File: config.mk
export PLATFORM = sky130hd
export DESIGN_NAME = imem_boot_ctrl
export DESIGN_NICKNAME = d
export VERILOG_FILES = /design/src/rtl/imem_boot_ctrl_pkg.sv /design/src/rtl/imem_boot_seq.sv /design/src/rtl/imem_boot_ctrl.sv
export SDC_FILE = /design/constraint.sdc
export NUM_CORES = 1
export LEC_CHECK = 0
export BUFFER_PORTS_ARGS = -buffer_cell sky130_fd_sc_hd__buf_4
export CORE_MARGIN = 8
export CORE_UTILIZATION = 40
export DETAILED_ROUTE_END_ITERATION = 10
export SYNTH_ARGS = -nofsm -noshare
export SYNTH_HDL_FRONTEND = slang
export SYNTH_SLANG_ARGS = --single-unit
File: constraint.sdc
create_clock -name clk -period 2.27 [get_ports clk]
set_clock_uncertainty 0.15 [all_clocks]
set_input_delay 0.227 -clock clk [delete_from_list [all_inputs] [get_ports clk]]
set_output_delay 0.227 -clock clk [all_outputs]
set_load 0.005 [all_outputs]
File: src/rtl/imem_boot_ctrl_pkg.sv
// Shared types and boot image for the instruction memory.
// Boot table entries are 16 bits; the user resizes them.
package imem_pkg;

  typedef enum logic {
    BOOT,
    RUN
  } state_t;

  localparam int unsigned BOOT_TBL_LEN = 8;

  localparam logic [15:0] BOOT_TBL [BOOT_TBL_LEN] = '{
    16'd1, 16'd6, 16'd4, 16'd1,
    16'd4, 16'd6, 16'd1, 16'd6
  };

  function automatic logic [15:0] boot_word(
    input int unsigned idx
  );
    logic [15:0] w;
    w = '0;
    if (idx < BOOT_TBL_LEN)
      w = BOOT_TBL[idx[2:0]];
    return w;
  endfunction

endpackage

File: src/rtl/imem_boot_seq.sv
// Boot sequencer: walks every address once after start,
// writing the boot image then zeros, then flags ready.
module imem_boot_seq
  import imem_pkg::*;
#(
  parameter int unsigned DATA_W   = 16,
  parameter int unsigned ADDR_W   = 4,
  parameter int unsigned BOOT_LEN = 8
) (
  input  logic              clk,
  input  logic              start,
  output logic              boot_we,
  output logic [ADDR_W-1:0] boot_addr,
  output logic [DATA_W-1:0] boot_data,
  output logic              ready
);

  localparam logic [ADDR_W-1:0] LAST = '1;

  state_t            state;
  state_t            state_nx;
  logic [ADDR_W-1:0] addr_nx;

  // State and pointer registers; start restarts the boot walk.
  always_ff @(posedge clk) begin
    if (start) begin
      state     <= BOOT;
      boot_addr <= '0;
    end else begin
      state     <= state_nx;
      boot_addr <= addr_nx;
    end
  end

  // Next state: step the pointer, leave BOOT after the last word.
  always_comb begin
    state_nx = state;
    addr_nx  = boot_addr;
    boot_we  = 1'b0;
    ready    = 1'b0;
    unique case (state)
      BOOT: begin
        boot_we = ~start;
        if (boot_addr == LAST)
          state_nx = RUN;
        else
          addr_nx = boot_addr + ADDR_W'(1);
      end
      RUN: begin
        ready = 1'b1;
      end
      default: begin
        state_nx = BOOT;
      end
    endcase
  end

  // Boot image word for the current pointer, zero past BOOT_LEN.
  always_comb begin
    boot_data = '0;
    if (32'(boot_addr) < BOOT_LEN)
      boot_data = DATA_W'(boot_word(32'(boot_addr)));
  end

endmodule

File: src/rtl/imem_boot_ctrl.sv
// Instruction store with boot loader, enabled write port
// and one registered read port feeding decode.
module imem_boot_ctrl
  import imem_pkg::*;
#(
  parameter int unsigned DATA_W   = 16,
  parameter int unsigned ADDR_W   = 4,
  parameter int unsigned INS_W    = 5,
  parameter int unsigned BOOT_LEN = 8,
  parameter int unsigned RDW_NEW  = 0
) (
  input  logic              clk,
  input  logic              start,
  input  logic              rd_en,
  input  logic [ADDR_W-1:0] r_addr,
  input  logic              we,
  input  logic [ADDR_W-1:0] w_addr,
  input  logic [DATA_W-1:0] data,
  output logic [INS_W-1:0]  ins,
  output logic              ins_valid,
  output logic              ready,
  output logic [ADDR_W-1:0] boot_addr
);

  localparam int unsigned DEPTH = 1 << ADDR_W;

  logic [DATA_W-1:0] mem [DEPTH];

  logic              boot_we;
  logic [DATA_W-1:0] boot_data;
  logic              run;
  logic              wr_en;
  logic [ADDR_W-1:0] wr_addr;
  logic [DATA_W-1:0] wr_data;
  logic              bypass;
  logic [INS_W-1:0]  rd_ins;

  imem_boot_seq #(
    .DATA_W   (DATA_W),
    .ADDR_W   (ADDR_W),
    .BOOT_LEN (BOOT_LEN)
  ) u_seq (
    .clk       (clk),
    .start     (start),
    .boot_we   (boot_we),
    .boot_addr (boot_addr),
    .boot_data (boot_data),
    .ready     (ready)
  );

  assign run = ready & ~start;

  // Write mux: the sequencer owns the array until ready.
  always_comb begin
    wr_en   = boot_we | (run & we);
    wr_addr = w_addr;
    wr_data = data;
    if (boot_we) begin
      wr_addr = boot_addr;
      wr_data = boot_data;
    end
  end

  // Read data, optionally forwarding a same-address write.
  always_comb begin
    bypass = (RDW_NEW != 0) && we && (w_addr == r_addr);
    rd_ins = mem[r_addr][INS_W-1:0];
    if (bypass)
      rd_ins = data[INS_W-1:0];
  end

  // Array write port; contents are rebuilt by the boot walk.
  always_ff @(posedge clk) begin
    if (wr_en)
      mem[wr_addr] <= wr_data;
  end

  // Read register: holds on idle, zero while booting.
  always_ff @(posedge clk) begin
    if (start) begin
      ins       <= '0;
      ins_valid <= 1'b0;
    end else if (run && rd_en) begin
      ins       <= rd_ins;
      ins_valid <= 1'b1;
    end else if (!ready) begin
      ins       <= '0;
      ins_valid <= 1'b0;
    end else begin
      ins_valid <= 1'b0;
    end
  end

endmodule

[Word level (Yosys, flattened, before mapping)]
Memories as Yosys holds them, arrays and structs flattened.
Cells that the tools add are included.
Cells by class
  bitwise logic cells: 7
  add/subtract/negate cells: 1
  equal/unequal tests: 2
  $lt $le $gt $ge: 2
  reductions and logical operators: 2
  mux-type cells: 14
Operators by type and width (count)
  $mux 16: 4
  $mux 5: 2
  $mux 1: 7
  $add 4x1->4 const B: 1
  $eq 4x4->1 const B: 1
  $ge 4x4->1 const B: 1
  $lt 4x4->1 const B: 1
  $mux 4: 1
  $not 3->4: 1
  $not 1->1: 3
  $and 1x1->1: 2
  $ne 2x1->1 const B: 1
  $reduce_and 2->1: 1
  $logic_and 1x1->1: 1
  $or 1x1->1: 1
Word-level totals
  memories kept: 2
  output and inout port bits: 11
  bits in registers: 11
  RAM bits: 256
  memory bits (read-only): 128
Memory list
  mem: depth 16, width 16, read ports 1, clocked after memory_dff 0, write ports 1, line imem_boot_ctrl.sv:27  | logic [DATA_W-1:0] mem [DEPTH];
  (no name shown): depth 8, width 16, read ports 1, clocked after memory_dff 0, write ports 0, line imem_boot_ctrl_pkg.sv:23  | w = BOOT_TBL[idx[2:0]];

[Depth between registers and ports, before layout]
Gate-level depths: netlist of the first run.
  word-level depth: 6
  mapped depth: 6
  mapped depth without buffers: 5

[By module]
From an unflattened synthesis of the first run, not the netlist that was laid out.
Unflattened totals
  cell total of the unflattened synthesis: 233
  area, all modules: 3892.5 um^2
Modules (own cells, without submodules)
  imem_boot_ctrl: area each 3482.1 um^2, instances 1, cells an instance 186, sequential area each 2522.4 um^2
  imem_boot_seq: area each 410.4 um^2, instances 1, cells an instance 47, sequential area each 100.1 um^2

[Worst setup path before layout of the first run]
OpenSTA, ideal clock, no wires.
  path type: register to register
  start: reg u_seq.boot_addr[0]
  end: mem mem[0][0], data pin
  slack: 70 ps
  buffers on the path: 0
  required time: 1779 ps
  arrival time: 1709 ps
  cell stages (with the launch flop): 5
  cells stage by stage: dfxtp_1 -> inv_1 -> ha_1 -> mux2i_1 -> o31ai_1
On the way
  cells in the longest elaborated chain, start to end: 6
RTL lines
  start: declaration: line imem_boot_seq.sv:13  | output logic [ADDR_W-1:0] boot_addr,
  start signal: assignment: line imem_boot_seq.sv:31  | boot_addr <= addr_nx;
  $not 3->4 (implied by the code): line imem_boot_ctrl_pkg.sv:23
  $mem_v2 8x16
  $mux 16 (implied by the code) (2 in series): line imem_boot_ctrl_pkg.sv:23
  $mux 16 (*): line imem_boot_seq.sv:61  | if (32'(boot_addr) < BOOT_LEN)
  $mux 16 (*): line imem_boot_ctrl.sv:58  | if (boot_we) begin
  net wr_data[0]: line imem_boot_ctrl.sv:34  | logic [DATA_W-1:0] wr_data;
  end: declaration: line imem_boot_ctrl.sv:27
The timed path passes the listed nets; every way through them passes the cells marked *. The select of a mux whose other input is x is not followed.

[Final worst setup path of the first run]
  start: reg u_seq.state
  end: mem mem[1][2] (enable)
On the way
  cells in the longest elaborated chain, start to end: 6
RTL lines
  start: declaration: line imem_boot_seq.sv:20  | state_t state;
  start signal: assignment: line imem_boot_seq.sv:30  | state <= state_nx;
  $mux 1: line imem_boot_seq.sv:41  | unique case (state)
  $and 1x1->1: line imem_boot_ctrl.sv:51  | assign run = ready & ~start;
  $and 1x1->1: line imem_boot_ctrl.sv:55  | wr_en = boot_we | (run & we);
  $or 1x1->1: line imem_boot_ctrl.sv:55
  $mux 1: line imem_boot_ctrl.sv:74  | if (wr_en)
  $mux 1 (implied by the code): line imem_boot_ctrl.sv:75  | mem[wr_addr] <= wr_data;
Parallel ways exist; a longest one is shown, timed or not.

==> results of run 1 <==
==> area by class of cell <==
class | instances | share of cell area [%]
clock buffer | 11 | 2.98
clock inverter | 5 | 1.76
inverter | 3 | 0.255
multi-input combinational | 117 | 24.1
sequential | 91 | 59.4
tap | 111 | 3.15
timing repair buffer | 49 | 8.33
==> layout by cell type, fill, tap and decap left out, types with 3 or more instances in the layout <==
cell type  instances
mux2i_1           11
dfxtp_1           11
mux4_2            20
nor3_1             5
nor2_1            33
inv_1              3
a211o_1            5
edfxtp_1          80
nor3b_1            6
clkbuf_8           9
nor2b_1            3
ha_1               3
a21oi_1            3
o21ai_1            4
buf_4             49
==> per-layer routing <==
| layer | up-vias | share of wire (%) | routed length (um) |
|---|---|---|---|
| met5 | - | 0 | 0 |
| met4 | 0 | 1.0 | 77 |
| met3 | 6 | 5.7 | 421 |
| met2 | 45 | 43 | 3190 |
| met1 | 995 | 50 | 3650 |
| li1 | 969 | - | - |
==> sequential cells by signal, indices dropped and copies added (netlist names) <==
register and cells:
u_seq.boot_addr 4, ins 5, mem 80, ins_valid 1, u_seq.state 1
==> worst paths after layout <==
check | from | end | slack, ns | cells after the start
worst min register to register | ins[1]$_SDFFE_PP0P_ | ins[1]$_SDFFE_PP0P_ | 0.34 | 1
worst max register to register | u_seq.state$_SDFF_PP0_ | mem[1][2]$_DFFE_PP_ | 0.23 | 6
worst max-delay path | u_seq.state$_SDFF_PP0_ | mem[1][2]$_DFFE_PP_ | 0.23 | 6
worst min-delay path | rd_en | ins_valid$_SDFF_PP0_ | 0.10 | 2
==> cell families after synthesis <==
logic type | after synthesis | share of synthesized area, %
AOI/OAI and AO/OA | 22 | 4.17
xor gates and xnor gates | 2 | 0.467
adders and majority gates | 3 | 1.00
buffers and inverters | 12 | 1.77
DFF | 91 | 69.9
muxes | 32 | 15.2
and+or+nand+nor | 58 | 7.50
==> critical path: stages, from the launching register on <==
cell and delay, ns:
dfxtp_1 0.37, or2_1 0.29, buf_4 0.18, nor3_1 0.28, o21ai_1 0.17, nor2_1 0.14, buf_4 0.17
==> through the flow <==
step                utilization [%]  area, um2  std cells
floorplan                         -       3750        220
global placement               45.9       4210        371
detailed placement             45.9       4210        371
CTS                            48.2       4410        387
global route                   48.2       4410        387
finish                         48.2       4410        387
==> power groups by stage <==
stage | combinational, mW | sequential, mW | clock, mW
CTS | 0.259 | 1.88 | 1.18
detailed placement | 0.259 | 1.92 | 0
global placement | 0.255 | 1.92 | 0
global route | 0.282 | 1.89 | 1.24
floorplan | 0.159 | 1.92 | 0
finish | 0.255 | 1.88 | 1.14
==> results.cfg, run 1 <==
[run_status]
outcome = complete, no violations

[floorplan]
pin_count = 39
core-area_mm2 = 0.00915
die_area_mm2 = 0.0127
start_util_pct = 41.0
die_x_um = 113
rows = 35
die_y_um = 113

[setup_path]
cp.arrival_ns = 1.94
path_class = flip-flop to flip-flop
path_max_fanout = 9
crit_path_end_kind = flip-flop
critical_path_required_ns = 2.17
critPathLaunchType = flip-flop

[logic_synthesis]
synth_nets = 251
netlist_instances = 220
synth_ff_type = edfxtp_1
async_flop_share_pct = 0
synth_area_mm2 = 0.00375
yosysUniqueCellTypes = 35
yosysSeqAreaShare_pct = 69.9
synth-edff-count = 80
yosysTopAreaCell = edfxtp_1
synth_area_per_cell_um2 = 17.1
yosysWarnings = 0
synth-seq-cells = 91
synth_most_common_cell = edfxtp_1
synth_common_cells = 80 x edfxtp_1, 33 x nor2_1, 20 x mux4_2
ys_top_cells_by_area = edfxtp_1 64%, mux4_2 12%, dfxtp_1 5.9%
synth_top_area_share_pct = 64.0

[finish]
seqCellArea_mm2 = 0.00262
layout-drive-gt1-share_pct = 31.2
area_growth_pct = 17.6
n_antenna_cell = 0
multiInputGateArea_mm2 = 0.00106
final.fill_count = 780
nets = 302

[routing]
wl_per_cell_um = 19.0
routed_via_density = 5.21
vias = 2015
drc = 0
dr.pass1.iters = 4
drt-total-wl_mm = 7.34
dr.first_iter.drc_count = 148
ant_nets = 0

[global_route]
grt_pass1_vias = 2035
grt_util_met2_pct = 17.6
grt_use_total_pct = 12.2
grt.busiest_layer = met2
grt_pass1_wl_mm = 11.7
grt_util_met1_pct = 16.8
overflow = 0
grt_util_met3_pct = 4.15
antenna_found_initial = 0
grt_max_degree = 21

[min_path]
hold_path.class = input pin to flip-flop

[power_and_ir_drop]
internal_power_mw = 2.60
power_mw = 3.28
combinationalPowerShare_pct = 7.8
p_sw_mw = 0.680
peakVddDrop_mv = 0.389
switching_share_pct = 20.8
p_seq_share_pct = 57.4
p_leak_nw = 1.60
power_frac_clock_pct = 34.8
power_density_mw_per_mm2 = 743

[timing]
period_needed_ns = 2.04
grt_setup_unrepaired = false
slew_headroom_pct = 55.5
holdWs_ns = 0.102
maxClockFrequency_mhz = 490
timing.final.ws_setup_ns = 0.231
finalMaxSlewViolations = 0
final-setup-viol-count = 0
hold_viol_final = 0
setup_tns_ns = 0
period_share_pct = 89.8
tightest_slew_ns = 0.668

[place]
place_congestion = 0.821
hpwl_mm = 4.98
portBuffers = 27
dpl_worst_slack_ns = 0.282

[cts]
cts_max_level = 3
path_clk_slew_ns = 0.08
cts_root_buf = clkbuf_8
clock_path_buffers = 2
cts_made_buffers = 9
clock_latency_ns = 0.34
cts_tree = yes
cts_setup_buffers = 0
post_cts_resized = 0
postCtsHoldBufs = 0
cts_num_sinks = 91

[run]
maxCapViolations = 0
No activity file was read; power rests on OpenSTA's default activity.
==> inputs of run 2 (changes only) <==
--- a/config.mk
+++ b/config.mk
@@ -5,10 +5,12 @@
 export SDC_FILE = /design/constraint.sdc
 export NUM_CORES = 1
 export LEC_CHECK = 0
+export ABC_AREA = 1
 export BUFFER_PORTS_ARGS = -buffer_cell sky130_fd_sc_hd__buf_4
 export CORE_MARGIN = 8
 export CORE_UTILIZATION = 40
 export DETAILED_ROUTE_END_ITERATION = 10
+export GPL_ROUTABILITY_DRIVEN = 0
 export SYNTH_ARGS = -nofsm -noshare
 export SYNTH_HDL_FRONTEND = slang
 export SYNTH_SLANG_ARGS = --single-unit
==> results.cfg, run 2 <==
[logic_synthesis]
synth_common_cells = 135 x nand2_1, 80 x edfxtp_1, 76 x inv_1
netlist_instances = 432
synth_top_area_share_pct = 58.7
yosysWarnings = 0
synth-edff-count = 80
yosysSeqAreaShare_pct = 64.1
synth_area_per_cell_um2 = 9.48
synth_ff_type = edfxtp_1
synth_nets = 463
async_flop_share_pct = 0
ys_top_cells_by_area = edfxtp_1 59%, nand2_1 12%, nand3_1 7.9%
yosysUniqueCellTypes = 25
synth-seq-cells = 91
synth_most_common_cell = nand2_1
yosysTopAreaCell = edfxtp_1
synth_area_mm2 = 0.00409

[floorplan]
die_area_mm2 = 0.0137
die_x_um = 117
start_util_pct = 40.4
core-area_mm2 = 0.0101
die_y_um = 117
rows = 37
pin_count = 39

[power_and_ir_drop]
power_mw = 3.21
p_leak_nw = 2.09
peakVddDrop_mv = 0.255
power_density_mw_per_mm2 = 684

[finish]
fin_cells = 613
top_register = mem
nets = 503
layout-drive-gt1-share_pct = 12.8
final_cell_mix = 135 x nand2_1, 80 x edfxtp_1, 76 x inv_1
n_antenna_cell = 0
layout_commonest_cell = nand2_1
largestRegisters = mem (80), ins (5), u_seq.boot_addr (4)
area_growth_pct = 14.8
largest_register_ffs = 80

[setup_path]
max_stage_delay_ns = 0.47
crit_path_end_kind = flip-flop
path_cells = nor2_8 -> o21ai_1 -> nand3_1 -> nor2_1
critPathLaunchType = flip-flop
cpMaxStageDelayCell = dfxtp_1
path_max_fanout = 9
path_class = flip-flop to flip-flop
critical_path_required_ns = 2.12
cp.arrival_ns = 1.94

[routing]
vias = 2864
drc = 0
ant_nets = 0
drt-total-wl_mm = 9.03
dr.first_iter.drc_count = 157
routed_via_density = 4.67
dr.pass1.iters = 4
wl_per_cell_um = 14.7

[cts]
path_clk_slew_ns = 0.08
cts_max_level = 3
clock_path_buffers = 2
cts_setup_buffers = 0
cts_num_sinks = 91
cts_tree = yes
clock_latency_ns = 0.35
cts_made_buffers = 9
cts_root_buf = clkbuf_8

[place]
portBuffers = 27
dp.cells = 596
hpwl_mm = 6.00
dpl_worst_slack_ns = 0.179

[min_path]
hold_path.class = input pin to flip-flop

[timing]
timing.final.ws_setup_ns = 0.179
setup_tns_ns = 0
hold_viol_final = 0
period_needed_ns = 2.09
finalMaxSlewViolations = 0
final-setup-viol-count = 0
slew_headroom_pct = 26.7
period_share_pct = 92.1
tightest_slew_ns = 1.10
grt_setup_unrepaired = false
maxClockFrequency_mhz = 478

[global_route]
antenna_found_initial = 0
grt_pass1_wl_mm = 14.1
overflow = 0
grt_pass1_vias = 2740
grt_max_degree = 41
grt_use_total_pct = 14.0

[run]
maxCapViolations = 0

[run_status]
outcome = complete, no violations
## run 2: changes by cell type in the layout (fill, tap and decap cells not counted), sizes merged, moves of 3 or more
cell,before,now
clkbuf,11,14
nand2,3,135
nor3b,6,0
nor2,34,25
inv,3,77
a211o,5,0
mux2i,11,0
nor2b,3,0
o21ai,4,7
mux4,20,0
buf,49,43
nand3,0,66
## run 2: worst paths after layout
check	slack, ns	endpoint	from	cells after the start
worst max-delay path	0.18	mem[0][2]$_DFFE_PP_	u_seq.state$_SDFF_PP0_	4
worst min-delay path	0.05	ins_valid$_SDFF_PP0_	start	2
worst max register to register	0.18	mem[0][2]$_DFFE_PP_	u_seq.state$_SDFF_PP0_	4
worst min register to register	0.30	ins[2]$_SDFFE_PP0P_	ins[2]$_SDFFE_PP0P_	2
## run 2: where the power goes
part	switching [mW]	leakage, nW	internal, mW
Sequential	0.0115	0.819	1.88
Clock	0.545	0.0867	0.459
Combinational	0.221	1.18	0.103
## run 2: per-layer routing
metal  vias to the layer above  global-route usage, %  wire (um)
met5                         -                      0          0
met4                         0                   4.27         93
met3                        10                   3.49        451
met2                        68                   22.5       4380
met1                      1329                   18.1       4110
li1                       1457                      -          -
## run 2: cells by family (layout without fill, tap and decap cells)
kind of cell,after synthesis,count (layout),synth area share [%]
AOI/OAI and AO/OA,12,12,1.80
buffers and inverters,93,138,8.99
xor gates and xnor gates,1,1,0.214
and+or+nand+nor,232,232,24.0
adders and majority gates,3,3,0.917
DFF,91,91,64.1
## run 2: repair_timing
action	in CTS	in global routing
gates resized for setup	0	0
hold endpoints to repair	5	0
hold buffers	1	0
## run 2: worst max-delay path: cells and delay by family (launching register included)
kind,cells,cell delay [ns]
AO/OA/AOI/OAI,1,0.33
flip-flops,1,0.47
AND/OR/NAND/NOR,3,0.78
## run 2: metrics by stage
step / hold slack, ns / utilization, % / instance area, um2
2_1_floorplan: 0.255 / - / 4090
3_3_place_gp: 0.291 / 44.5 / 4510
3_5_place_dp: 0.290 / 44.5 / 4510
4_1_cts: 0.0319 / 46.4 / 4700
5_1_grt: 0.0553 / 46.4 / 4700
6_report: 0.0460 / 46.4 / 4700
## run 2: layout make-up
type                            count  area [um2]
Tap cell                          136         170
Sequential cell                    91        2620
Fill cell                         966        5440
Inverter                           78         295
Multi-Input combinational cell    248        1100
Timing Repair Buffer               44         333
Clock buffer                       14         163
Clock inverter                      2        12.5
==> inputs of run 3 (changes only) <==
--- a/config.mk
+++ b/config.mk
@@ -11,6 +11,8 @@
 export CORE_UTILIZATION = 40
 export DETAILED_ROUTE_END_ITERATION = 10
 export GPL_ROUTABILITY_DRIVEN = 0
+export PLACE_DENSITY = 0.7
+export SKIP_CTS_REPAIR_TIMING = 1
 export SYNTH_ARGS = -nofsm -noshare
 export SYNTH_HDL_FRONTEND = slang
 export SYNTH_SLANG_ARGS = --single-unit
==> results.cfg, run 3 (synthesis gave the netlist of run 2 again) <==
[setup_path]
r2r_slack_ns = 0.17
critical_path_required_ns = 2.12
worstReg2RegEnd = mem[12][0]$_DFFE_PP_
path_max_fanout = 9
crit_buf_inv = 2
worstReg2RegStart = u_seq.state$_SDFF_PP0_
crit_path_end_kind = flip-flop
cp.arrival_ns = 1.95
rr_worst_depth = 7
cp_top_family = simple AND/OR/NAND/NOR gates
critPathLaunchType = flip-flop
path_class = flip-flop to flip-flop
path_cells = nor2_8 -> inv_4 -> nor2_1 -> buf_4 -> nor2_1 -> nand2_1 -> nor2_1
cpMaxStageDelayCell = dfxtp_1
max_stage_delay_ns = 0.48
cp_common_cell = nor2_1

[floorplan]
die_y_um = 117
start_util_pct = 40.4
die_x_um = 117
pin_count = 39
core-area_mm2 = 0.0101
rows = 37
die_area_mm2 = 0.0137

[timing]
timing.final.ws_setup_ns = 0.170
period_share_pct = 92.5
final-setup-viol-count = 0
period_needed_ns = 2.10
slew_headroom_pct = 28.3
grt_setup_unrepaired = false
setup_tns_ns = 0
hold_viol_final = 0
finalMaxSlewViolations = 0
maxClockFrequency_mhz = 476
tightest_slew_ns = 1.07

[power_and_ir_drop]
power_frac_clock_pct = 32.5
switching_share_pct = 25.1
power_mw = 3.27
power_density_mw_per_mm2 = 694
p_leak_nw = 2.09
p_seq_share_pct = 57.6
combinationalPowerShare_pct = 9.9
peakVddDrop_mv = 0.354
p_sw_mw = 0.821
internal_power_mw = 2.45

[run]
maxCapViolations = 0

[finish]
layout_commonest_cell = nand2_1
largestRegisters = mem (80), ins (5), u_seq.boot_addr (4)
fin_area_mm2 = 0.00472
area_growth_pct = 15.2
top_register = mem
final_cell_mix = 135 x nand2_1, 80 x edfxtp_1, 76 x inv_1
nets = 502
largest_register_ffs = 80
layout-drive-gt1-share_pct = 13.2
final.fill_count = 940
n_antenna_cell = 0

[routing]
ant_nets = 0
routed_via_density = 4.80
dr.first_iter.drc_count = 229
dr.pass1.iters = 4
vias = 2935
wl_per_cell_um = 14.5
drt-total-wl_mm = 8.84
drc = 0

[global_route]
grt_pass1_wl_mm = 14.0
antenna_found_initial = 0
overflow = 0
grt_max_degree = 41
grt_use_total_pct = 13.5
grt_pass1_vias = 2921

[min_path]
holdCritStartpoint = rd_en
min_delay_path_depth = 3
hold_path.class = input pin to flip-flop
hold_end = ins_valid$_SDFF_PP0_

[cts]
cts_num_sinks = 91
path_clk_slew_ns = 0.10
clock_path_buffers = 2
cts_max_level = 3
cts_tree = yes
cts_root_buf = clkbuf_8
clock_latency_ns = 0.35
cts_made_buffers = 9

[place]
portBuffers = 27
place_area_mm2 = 0.00450
dpl_worst_slack_ns = 0.0882
hpwl_mm = 6.11

[run_status]
outcome = complete, no violations
[run 3: changes by cell type in the layout (fill, tap and decap cells not counted), sizes merged]
cell         change
buf              -2
inv              +2
dlygate4sd3      +1
clkinv           +2
clkbuf           -4
[run 3: area by class of cell]
class | instances | area [um2] | share of cell area [%]
clock buffer | 10 | 149 | 3.16
clock inverter | 6 | 43.8 | 0.929
inverter | 78 | 295 | 6.26
multi-input combinational | 248 | 1110 | 23.5
sequential | 91 | 2620 | 55.6
tap | 136 | 170 | 3.61
timing repair buffer | 43 | 328 | 6.95
[run 3: worst max path at each step]
stage	endpoint	start	depth (start not counted)
2_1_floorplan	mem[0][2]$_DFFE_PP_	u_seq.boot_addr[0]$_SDFFE_PP0P_	5
3_3_place_gp	mem[7][2]$_DFFE_PP_	u_seq.boot_addr[0]$_SDFFE_PP0P_	5
3_5_place_dp	mem[7][2]$_DFFE_PP_	u_seq.boot_addr[0]$_SDFFE_PP0P_	5
4_1_cts	mem[2][2]$_DFFE_PP_	u_seq.boot_addr[0]$_SDFFE_PP0P_	5
5_1_grt	mem[12][4]$_DFFE_PP_	u_seq.state$_SDFF_PP0_	7
6_report	mem[12][0]$_DFFE_PP_	u_seq.state$_SDFF_PP0_	7
[run 3: stage by stage]
stage          hold slack (ns)  cells  utilization, %
2_1_floorplan            0.255    432               -
3_3_place_gp             0.295    594            44.4
3_5_place_dp             0.296    594            44.4
4_1_cts                -0.0237    610            46.3
5_1_grt                 0.0270    612            46.5
6_report                0.0312    612            46.5
[run 3: tightest hold or removal path, stage by stage]
cell,delay (ns)
buf_4,0.11
nand2_1,0.05
nor2_1,0.09
[run 3: routing by layer]
layer / track usage, % / vias up / wire length, um
li1: - / 1460 / -
met1: 15.7 / 1401 / 3730
met2: 24.0 / 60 / 4650
met3: 2.57 / 14 / 289
met4: 5.38 / 0 / 176
met5: 0 / - / 0
[run 3: power by group through the flow]
| stage | clock (mW) | sequential (mW) | combinational (mW) |
|---|---|---|---|
| after floorplan | 0 | 1.92 | 0.191 |
| after global placement | 0 | 1.92 | 0.308 |
| after detailed placement | 0 | 1.92 | 0.320 |
| after CTS | 1.07 | 1.89 | 0.320 |
| after global routing | 1.16 | 1.89 | 0.360 |
| final | 1.06 | 1.89 | 0.323 |
